--- src/rtl/complete_arbiter_pkg.sv ---
// Shared types and constants for the completion arbiter slice.
// Widths default to the codebase's ROB index width and PC width.
package complete_arbiter_pkg;

  localparam int ROB            = 5;
  localparam int SYS_XLEN       = 32;
  localparam int COMPLETE_LANES = 3;

  typedef struct packed {
    logic                valid;
    logic [ROB-1:0]      rob_idx;
    logic                is_branch;
    logic                take_branch;
    logic [SYS_XLEN-1:0] target_pc;
  } COMPLETE_REQ;

  // Round-robin pointer advance with an explicit wrap, since NUM_FU is rarely a power of two.
  function automatic int ptrWrap(input int last, input int numFu);
    return (last + 1 >= numFu) ? 0 : last + 1;
  endfunction

endpackage

--- src/rtl/complete_arbiter_if.sv ---
// FU-side request/ready bundle and ROB-side complete ports of the completion arbiter.
// The arbiter uses the slave modport; the FU/ROB environment uses master.
interface complete_arbiter_if
  import complete_arbiter_pkg::*;
#(
  parameter int NUM_FU    = 6,
  parameter int ROB_IDX_W = ROB,
  parameter int XLEN      = SYS_XLEN
);

  logic [NUM_FU-1:0]                         fu_valid;
  logic [NUM_FU-1:0][ROB_IDX_W-1:0]          fu_rob_idx;
  logic [NUM_FU-1:0]                         fu_is_branch;
  logic [NUM_FU-1:0]                         fu_take_branch;
  logic [NUM_FU-1:0][XLEN-1:0]               fu_target_pc;
  logic [NUM_FU-1:0]                         fu_ready;

  logic [COMPLETE_LANES-1:0]                 complete_valid;
  logic [COMPLETE_LANES-1:0][ROB_IDX_W-1:0]  complete_entry;
  logic [COMPLETE_LANES-1:0]                 precise_state_valid;
  logic [COMPLETE_LANES-1:0][XLEN-1:0]       target_pc;

  modport master (
    output fu_valid, fu_rob_idx, fu_is_branch, fu_take_branch, fu_target_pc,
    input  fu_ready,
    input  complete_valid, complete_entry, precise_state_valid, target_pc
  );

  modport slave (
    input  fu_valid, fu_rob_idx, fu_is_branch, fu_take_branch, fu_target_pc,
    output fu_ready,
    output complete_valid, complete_entry, precise_state_valid, target_pc
  );

endinterface

--- src/rtl/complete_arb_pick.sv ---
// Combinational rotating first-3 picker: scans requests from i_ptr upward modulo NUM_FU
// and hands the first three hits to lanes 0, 1, 2 as one-hot grants.
module complete_arb_pick
  import complete_arbiter_pkg::*;
#(
  parameter int NUM_FU = 6,
  parameter int PTR_W  = $clog2(NUM_FU)
) (
  input  logic [NUM_FU-1:0]                     i_req,
  input  logic [PTR_W-1:0]                      i_ptr,
  output logic [COMPLETE_LANES-1:0][NUM_FU-1:0] o_grant,
  output logic [COMPLETE_LANES-1:0]             o_laneValid
);

  logic [PTR_W:0]   w_sum;
  logic [PTR_W-1:0] w_idx;
  logic [1:0]       w_cnt;

  always_comb begin
    o_grant     = '0;
    o_laneValid = '0;
    w_sum       = '0;
    w_idx       = '0;
    w_cnt       = 2'd0;
    for (int k = 0; k < NUM_FU; k++) begin
      w_sum = {1'b0, i_ptr} + (PTR_W+1)'(k);
      if (w_sum >= (PTR_W+1)'(NUM_FU)) w_sum = w_sum - (PTR_W+1)'(NUM_FU);
      w_idx = w_sum[PTR_W-1:0];
      if (i_req[w_idx] && (w_cnt != 2'd3)) begin
        o_grant[w_cnt][w_idx] = 1'b1;
        o_laneValid[w_cnt]    = 1'b1;
        w_cnt                 = w_cnt + 2'd1;
      end
    end
  end

endmodule

--- src/rtl/complete_arbiter.sv ---
// Completion arbiter: issues up to 3 FU completions per cycle to the ROB with rotating priority.
// Define COMPLETE_ARB_BRANCH_PRIO_EN to let branches win lanes ahead of other completions.
module complete_arbiter
  import complete_arbiter_pkg::*;
#(
  parameter int NUM_FU    = 6,
  parameter int ROB_IDX_W = ROB,
  parameter int XLEN      = SYS_XLEN
) (
  input  logic               clock,
  input  logic               reset,
  input  logic               i_bp_recover_en,
  complete_arbiter_if.slave  bus
);

  localparam int PTR_W = $clog2(NUM_FU);

  logic [PTR_W-1:0]                         r_rrPtr;
  COMPLETE_REQ [COMPLETE_LANES-1:0]         r_lane;
  COMPLETE_REQ [COMPLETE_LANES-1:0]         w_next;
  logic [COMPLETE_LANES-1:0][NUM_FU-1:0]    w_grant;
  logic [COMPLETE_LANES-1:0]                w_laneValid;
  logic [PTR_W-1:0]                         w_lastIdx;
  logic                                     w_flush;

  assign w_flush = reset | i_bp_recover_en;

`ifdef COMPLETE_ARB_BRANCH_PRIO_EN
  logic [COMPLETE_LANES-1:0][NUM_FU-1:0] w_brGrant;
  logic [COMPLETE_LANES-1:0][NUM_FU-1:0] w_nbGrant;
  logic [COMPLETE_LANES-1:0]             w_brValid;
  logic [COMPLETE_LANES-1:0]             w_nbValid;
  logic [1:0]                            w_numBr;
  logic [1:0]                            w_src;

  complete_arb_pick #(.NUM_FU(NUM_FU), .PTR_W(PTR_W)) u_pickBranch (
    .i_req       (bus.fu_valid & bus.fu_is_branch),
    .i_ptr       (r_rrPtr),
    .o_grant     (w_brGrant),
    .o_laneValid (w_brValid)
  );

  complete_arb_pick #(.NUM_FU(NUM_FU), .PTR_W(PTR_W)) u_pickOther (
    .i_req       (bus.fu_valid & ~bus.fu_is_branch),
    .i_ptr       (r_rrPtr),
    .o_grant     (w_nbGrant),
    .o_laneValid (w_nbValid)
  );

  // Branch grants fill lanes from 0; non-branch grants slide up into whatever is left.
  always_comb begin
    w_grant     = '0;
    w_laneValid = '0;
    w_src       = 2'd0;
    w_numBr     = 2'(w_brValid[0]) + 2'(w_brValid[1]) + 2'(w_brValid[2]);
    for (int l = 0; l < COMPLETE_LANES; l++) begin
      if (w_brValid[l]) begin
        w_grant[l]     = w_brGrant[l];
        w_laneValid[l] = 1'b1;
      end else begin
        w_src          = 2'(l) - w_numBr;
        w_grant[l]     = w_nbGrant[w_src];
        w_laneValid[l] = w_nbValid[w_src];
      end
    end
  end
`else
  complete_arb_pick #(.NUM_FU(NUM_FU), .PTR_W(PTR_W)) u_pick (
    .i_req       (bus.fu_valid),
    .i_ptr       (r_rrPtr),
    .o_grant     (w_grant),
    .o_laneValid (w_laneValid)
  );
`endif

  // The highest occupied lane always holds the last grant of the last pass that granted.
  always_comb begin
    w_lastIdx = '0;
    for (int l = 0; l < COMPLETE_LANES; l++)
      if (w_laneValid[l])
        for (int f = 0; f < NUM_FU; f++)
          if (w_grant[l][f]) w_lastIdx = PTR_W'(f);
  end

  always_comb begin
    bus.fu_ready = '0;
    if (!w_flush)
      for (int l = 0; l < COMPLETE_LANES; l++) bus.fu_ready = bus.fu_ready | w_grant[l];
  end

  always_comb begin
    w_next = '0;
    for (int l = 0; l < COMPLETE_LANES; l++)
      for (int f = 0; f < NUM_FU; f++)
        if (w_grant[l][f]) begin
          w_next[l].valid       = 1'b1;
          w_next[l].rob_idx     = bus.fu_rob_idx[f];
          w_next[l].is_branch   = bus.fu_is_branch[f];
          w_next[l].take_branch = bus.fu_take_branch[f];
          w_next[l].target_pc   = bus.fu_is_branch[f] ? bus.fu_target_pc[f] : '0;
        end
  end

  // Lanes hold a grant for exactly one cycle; reset and recovery both wipe them.
  always_ff @(posedge clock) begin
    if (w_flush) begin
      r_rrPtr <= '0;
      r_lane  <= '0;
    end else begin
      r_lane <= w_next;
      if (w_laneValid[0]) r_rrPtr <= PTR_W'(ptrWrap(int'(w_lastIdx), NUM_FU));
    end
  end

  always_comb begin
    bus.complete_valid      = '0;
    bus.complete_entry      = '0;
    bus.precise_state_valid = '0;
    bus.target_pc           = '0;
    for (int l = 0; l < COMPLETE_LANES; l++) begin
      bus.complete_valid[l]      = r_lane[l].valid;
      bus.complete_entry[l]      = r_lane[l].rob_idx;
      bus.precise_state_valid[l] = r_lane[l].take_branch & r_lane[l].is_branch;
      bus.target_pc[l]           = r_lane[l].target_pc;
    end
  end

endmodule
--- src/flat_wrapper.sv ---
// flat-port wrapper written by rule: the top's interface ports become plain ports
module complete_arbiter_flat import complete_arbiter_pkg::*;
#(
  parameter int NUM_FU    = 6,
  parameter int ROB_IDX_W = ROB,
  parameter int XLEN      = SYS_XLEN
)
  (clock, reset, i_bp_recover_en, bus_fu_valid, bus_fu_rob_idx, bus_fu_is_branch, bus_fu_take_branch, bus_fu_target_pc, bus_fu_ready, bus_complete_valid, bus_complete_entry, bus_precise_state_valid, bus_target_pc);
  complete_arbiter_if #(.NUM_FU(NUM_FU), .ROB_IDX_W(ROB_IDX_W), .XLEN(XLEN)) bus_i ();
  input  logic clock;
  input  logic reset;
  input  logic i_bp_recover_en;
  input wire logic [$bits(bus_i.fu_valid)-1:0] bus_fu_valid;
  input wire logic [$bits(bus_i.fu_rob_idx)-1:0] bus_fu_rob_idx;
  input wire logic [$bits(bus_i.fu_is_branch)-1:0] bus_fu_is_branch;
  input wire logic [$bits(bus_i.fu_take_branch)-1:0] bus_fu_take_branch;
  input wire logic [$bits(bus_i.fu_target_pc)-1:0] bus_fu_target_pc;
  output wire logic [$bits(bus_i.fu_ready)-1:0] bus_fu_ready;
  output wire logic [$bits(bus_i.complete_valid)-1:0] bus_complete_valid;
  output wire logic [$bits(bus_i.complete_entry)-1:0] bus_complete_entry;
  output wire logic [$bits(bus_i.precise_state_valid)-1:0] bus_precise_state_valid;
  output wire logic [$bits(bus_i.target_pc)-1:0] bus_target_pc;
  assign bus_i.fu_valid = bus_fu_valid;
  assign bus_i.fu_rob_idx = bus_fu_rob_idx;
  assign bus_i.fu_is_branch = bus_fu_is_branch;
  assign bus_i.fu_take_branch = bus_fu_take_branch;
  assign bus_i.fu_target_pc = bus_fu_target_pc;
  assign bus_fu_ready = bus_i.fu_ready;
  assign bus_complete_valid = bus_i.complete_valid;
  assign bus_complete_entry = bus_i.complete_entry;
  assign bus_precise_state_valid = bus_i.precise_state_valid;
  assign bus_target_pc = bus_i.target_pc;
  complete_arbiter #(.NUM_FU(NUM_FU), .ROB_IDX_W(ROB_IDX_W), .XLEN(XLEN)) u_core (.clock(clock), .reset(reset), .i_bp_recover_en(i_bp_recover_en), .bus(bus_i));
endmodule
--- config.mk ---
export PLATFORM = sky130hd
export DESIGN_NAME = complete_arbiter_flat
export DESIGN_NICKNAME = d
export VERILOG_FILES = /design/src/rtl/complete_arbiter_pkg.sv /design/src/rtl/complete_arbiter_if.sv /design/src/rtl/complete_arb_pick.sv /design/src/rtl/complete_arbiter.sv /design/src/flat_wrapper.sv
export SDC_FILE = /design/constraint.sdc
export NUM_CORES = 1
export LEC_CHECK = 0
export ABC_CLOCK_PERIOD_IN_PS = 16500
export CORE_MARGIN = 3
export CORE_UTILIZATION = 40
export CTS_CLUSTER_SIZE = 24
export DETAILED_ROUTE_END_ITERATION = 6
export HOLD_SLACK_MARGIN = 0.06
export PLACE_DENSITY_LB_ADDON = 0.15
export SYNTH_ARGS = -nofsm -noshare
export SYNTH_HDL_FRONTEND = slang
export SYNTH_HIERARCHICAL = 1
export SYNTH_SLANG_ARGS = --single-unit
--- constraint.sdc ---
create_clock -name clock -period 16.5 [get_ports clock]
set_input_delay 1.65 -clock clock [delete_from_list [all_inputs] [get_ports clock]]
set_output_delay 1.65 -clock clock [all_outputs]
set_load 0.01 [all_outputs]
Word level (Yosys, flattened, before mapping)
Index checks and enable logic that the tools add are counted.

word-level totals
  bits in latches = 0
  RAM bits = 0
  register bits = 123
  logic and storage cells = 211
  memory bits (read-only) = 0
  input port bits = 243
  memories = 0

cells by class
  order comparisons = 29
  equal/unequal tests = 5
  bitwise operators = 16
  shift operators = 0
  multiplexer cells = 113
  multipliers = 0
  reductions and logical operators = 16
  $add $sub $neg = 16
  div/mod/pow operators = 0

operators by type and width
  kind                                                               number
  two-way mux 40 bit                                                 18
  two-way mux 32 bit                                                 6
  two-way mux 18 bit                                                 5
  two-way mux 3 bit                                                  29
  OR 18 bit                                                          4
  demux 6 bit (select 2 bit)                                         5
  two-way mux 6 bit                                                  7
  greater-or-equal comparator 4 x 3 -> 1 bit, second input constant  6
  less-than comparator 3 x 4 -> 1 bit, second input constant         6
  two-way mux 1 bit                                                  20
  binary-select mux 1 bit (select 3 bit)                             6
  demux 1 bit (select 3 bit)                                         6
  greater-or-equal comparator 3 x 1 -> 1 bit, second input constant  6
  OR 6 x 18 -> 18 bit                                                1
  subtractor 3 bit, second input constant                            6
  logical AND 1 bit                                                  16
  less-than comparator 2 x 3 -> 1 bit, second input constant         5
  two-way mux 2 bit                                                  6
  OR 3 bit                                                           4
  OR 6 bit                                                           2
  demux 1 bit (select 2 bit)                                         5
  greater-or-equal comparator 2 x 1 -> 1 bit, second input constant  5
  inequality test 2 bit, second input constant                       5
  adder 2 x 1 -> 2 bit, second input constant                        4
  7 further kinds                                                    12

Longest topological paths before layout
  depth in word-level cells = 46
  gate-level depth with buffers = 40

Modules after synthesis
The synthesis kept the hierarchy.

modules (own cells, without submodules)
  module             cells each  area each (um^2)  instances  seq. area each (um^2)
  complete_arbiter   1282        9380.2            1          2462.4
  complete_arb_pick  292         2079.5            1          0.0

Least setup slack after synthesis
OpenSTA, ideal clock, no wires.

  path type = reg-to-output
  start point = reg u_core.r_rrPtr[0]
  end point = out bus_fu_ready[2]
  data required time = 14.850 ns
  buffers on the path = 12
  arrival time = 7.786 ns
  stages on the path, launching flop included = 35
  slack = 7.064 ns
  cells stage by stage = dfxtp_1 -> buf_2 -> buf_6 -> clkbuf_1 -> inv_1 -> clkbuf_1 -> clkbuf_1 -> ha_1 -> clkbuf_1 -> clkbuf_1 -> a211oi_1 -> mux2i_1 -> o22ai_1 -> and2_1 -> inv_1 -> ha_1 -> or3_1 -> o31a_1 -> o41a_1 -> buf_2 -> nor2_2 -> nand2_1 -> ha_1 -> or3b_2 -> o22ai_1 -> or2_1 -> buf_2 -> nor4b_1 -> nor4_4 -> o311ai_2 -> buf_2 -> clkbuf_1 -> clkbuf_1 -> nor3_1 -> nor2_1

RTL lines
  element                   RTL line                 text
  start: declaration        complete_arbiter.sv:18   logic [PTR_W-1:0] r_rrPtr;
  start signal: assignment  complete_arbiter.sv:111  if (w_laneValid[0]) r_rrPtr <= PTR_W'(ptrWrap(int'(w_lastIdx), NUM_FU));
  end: declaration          flat_wrapper.sv:18       output wire logic [$bits(bus_i.fu_ready)-1:0] bus_fu_ready;

==> impl_metrics.py <==
metrics = {
    "synth": {
        "synth_flop_cell": "dfxtp_1",
        "synth_edf_count": 0,
        "netlist_area_sq_um": 11460,
        "syn_area_per_cell_sq_um": 7.281,
        "syn_inst": 1574,
        "synth_cell_types": 95,
        "seq_area_frac_synth_pct": 21.49,
        "async_reset_ff_share_pct": 0,
        "synth-seq-cells": 123,
        "yosysWarnings": 6,
        "synth_fp_nets": 1835,
    },
    "final_layout": {
        "synthToLayoutAreaGrowth_pct": 30.72,
        "drive_above_1_share_pct": 7.554,
        "nNetsFinal": 1970,
        "instances_no_fill": 2103,
        "layout_common_cells": "clkdlybuf4s50_1, nand2_1, a21oi_1",
        "layout_commonest_cell": "clkdlybuf4s50_1",
        "postLayoutCoreUtil_pct": 53.48,
    },
    "clock_network": {
        "cts_hold_buf": 0,
        "clockBufferDepth": 2,
        "cts_tree": "yes",
        "post_cts_buffers": 0,
        "clock-sinks": 123,
        "path_clk_slew_ps": 60,
        "root_buffer": "clkbuf_16",
        "numCtsBuffers": 17,
        "htreeDepth": 4,
        "clk_latency_ps": 430,
        "cts_resized": 0,
    },
    "sta": {
        "hold_violations": 0,
        "rsz0062_at_grt": "no",
        "tns_ps": 0,
        "fmax_mhz": 87.16,
        "fin_crit_ps": 11470,
        "setup_viol": 0,
        "skew_ps": 14.81,
        "whs_ps": 780.1,
        "period_share_pct": 69.54,
        "maxSlewViolCount": 0,
        "max_slew_margin_pct": 21.83,
        "worst_slew_pin_slew_ps": 1164,
    },
    "routing": {
        "post_drt_wl_per_cell_um": 25.46,
        "vias": 13910,
        "dr.pass1.iters": 7,
        "viasPerCell": 6.613,
        "route.detailed.drc": 0,
        "postRouteAntennaNets": 0,
        "wirelength_um": 53540,
        "drtIter0Drc": 1827,
    },
    "global_route": {
        "grt_pass1_wl_um": 80410,
        "grt_max_degree": 84,
        "grt_antenna_before_repair": 5,
        "grt_overflow": 0,
        "track_usage_pct": 33.15,
        "grt_util_met1_pct": 43.58,
        "grt_util_met3_pct": 7.458,
        "gr-usage-met2_pct": 53.32,
        "busiest_layer": "met2",
        "grt_pass1_vias": 13200,
    },
    "die": {
        "fp-row-count": 61,
        "die_w_um": 175.3,
        "start_util_pct": 40.91,
        "ios": 366,
        "die_area_sq_um": 30720,
        "die_h_um": 175.3,
        "fp.coreArea_sq_um": 28010,
    },
    "worst_setup_path": {
        "startpoint_type": "flip-flop",
        "worst-r2r-cell-count": 25,
        "cp.arrival_ps": 9820,
        "cp.required_ps": 14850,
        "path_max_fanout": 83,
        "crit_type": "flip-flop to output pin",
        "endpoint_kind": "output pin",
    },
    "pwr": {
        "power_mw": 2.856,
        "ir_drop_v": 0.0001136,
        "leakagePower_nw": 5.134,
        "p_per_area_nw_per_um2": 190.6,
    },
    "run_status": {
        "status": "finished clean",
    },
    "place": {
        "placedCellCount": 2068,
        "gp_congestion": 0.9448,
        "hpwlAfterDp_um": 36810,
        "io_buffer_count": 365,
    },
    "min_path": {
        "min_path_cells": 2,
        "hold_path_class": "flip-flop to flip-flop",
    },
    "run": {
        "drv_cap": 0,
    },
}
-- area by class of cell --
| class | instances | area (sq um) |
|---|---|---|
| multi-input cells | 1153 | 7523 |
| flip-flops and latches | 123 | 2462 |
| diodes | 4 | 10.01 |
| inverters | 23 | 86.33 |
| clock inverters | 14 | 161.4 |
| fillers | 2683 | 13030 |
| well taps | 378 | 473.0 |
| clock buffers | 17 | 425.4 |
| repair buffers | 391 | 3839 |
-- synth_stat cells (23+ instances only) --
master	n	area [sq um]
nand3_1	81	405.4
buf_4	117	878.3
o211ai_1	24	180.2
buf_2	43	215.2
o21ai_0	39	195.2
nand2_1	259	972.2
a32oi_1	72	630.6
a21oi_1	128	640.6
nor2_1	68	255.2
dfxtp_1	123	2462
clkbuf_1	102	382.9
a221oi_1	119	1042
inv_1	23	86.33
-- state kept, by name, summed over array words and instances (netlist names) --
name and cells:
u_core/bus.complete_valid 3, u_core/bus.complete_entry 15, u_core/bus.target_pc 96, u_core/r_rrPtr 3, u_core/r_lane 6
-- power breakdown --
| part | internal [mW] | switching [mW] |
|---|---|---|
| clock network | 0.226 | 0.161 |
| logic | 0.784 | 1.25 |
| registers | 0.398 | 0.0340 |
| total | 1.41 | 1.45 |
-- path summary, 6_finish.rpt --
path                                   startpoint                  endpoint  slack [ps]
worst max-delay path            u_core/r_rrPtr[0]           bus_fu_ready[2]        5030
worst min-delay path            u_core/r_rrPtr[1]         u_core/r_rrPtr[1]         780
worst max register to register  u_core/r_rrPtr[0]  u_core/bus.target_pc[75]        6220
worst min register to register  u_core/r_rrPtr[1]         u_core/r_rrPtr[1]         780
-- routing by layer --
layer  wire length, um  up-vias
li1                  -     6157
met1             21440     6563
met2             24420     1055
met3              5895      130
met4              1774        2
met5                13        -
-- worst max-delay path, stage by stage, from the launching register on --
cell and delay [ps]:
dfxtp_1 310, buf_4 420, inv_1 470, ha_1 880, inv_1 360, mux2_2 360
o22ai_1 270, and2_1 280, inv_1 90, ha_1 360, or3_1 370, o31a_1 290
o41a_1 290, nor2_2 320, nand2_1 150, ha_1 240, or3b_2 440, o22ai_1 270
or2_1 420, nor4b_1 600, nor4_4 200, o311ai_4 300, buf_4 730, nor3_1 200
nor2_1 140, clkdlybuf4s50_1 550
-- cell families after synthesis --
logic type	after synthesis	share of synthesized area, %
xor+xnor	9	0.6878
fa+ha+maj	18	2.031
mux	11	1.092
flops	123	21.49
buf+inv	298	14.28
simple gates	537	22.43
compound gates	578	38.00
-- metrics by stage --
step,worst slack (ps),instance area [sq um]
6_report,5027,14980
5_1_grt,4502,14980
4_1_cts,5299,14970
3_5_place_dp,5837,14380
3_3_place_gp,5989,14380
2_1_floorplan,7064,11460
No activity file was read; power rests on OpenSTA's default activity.
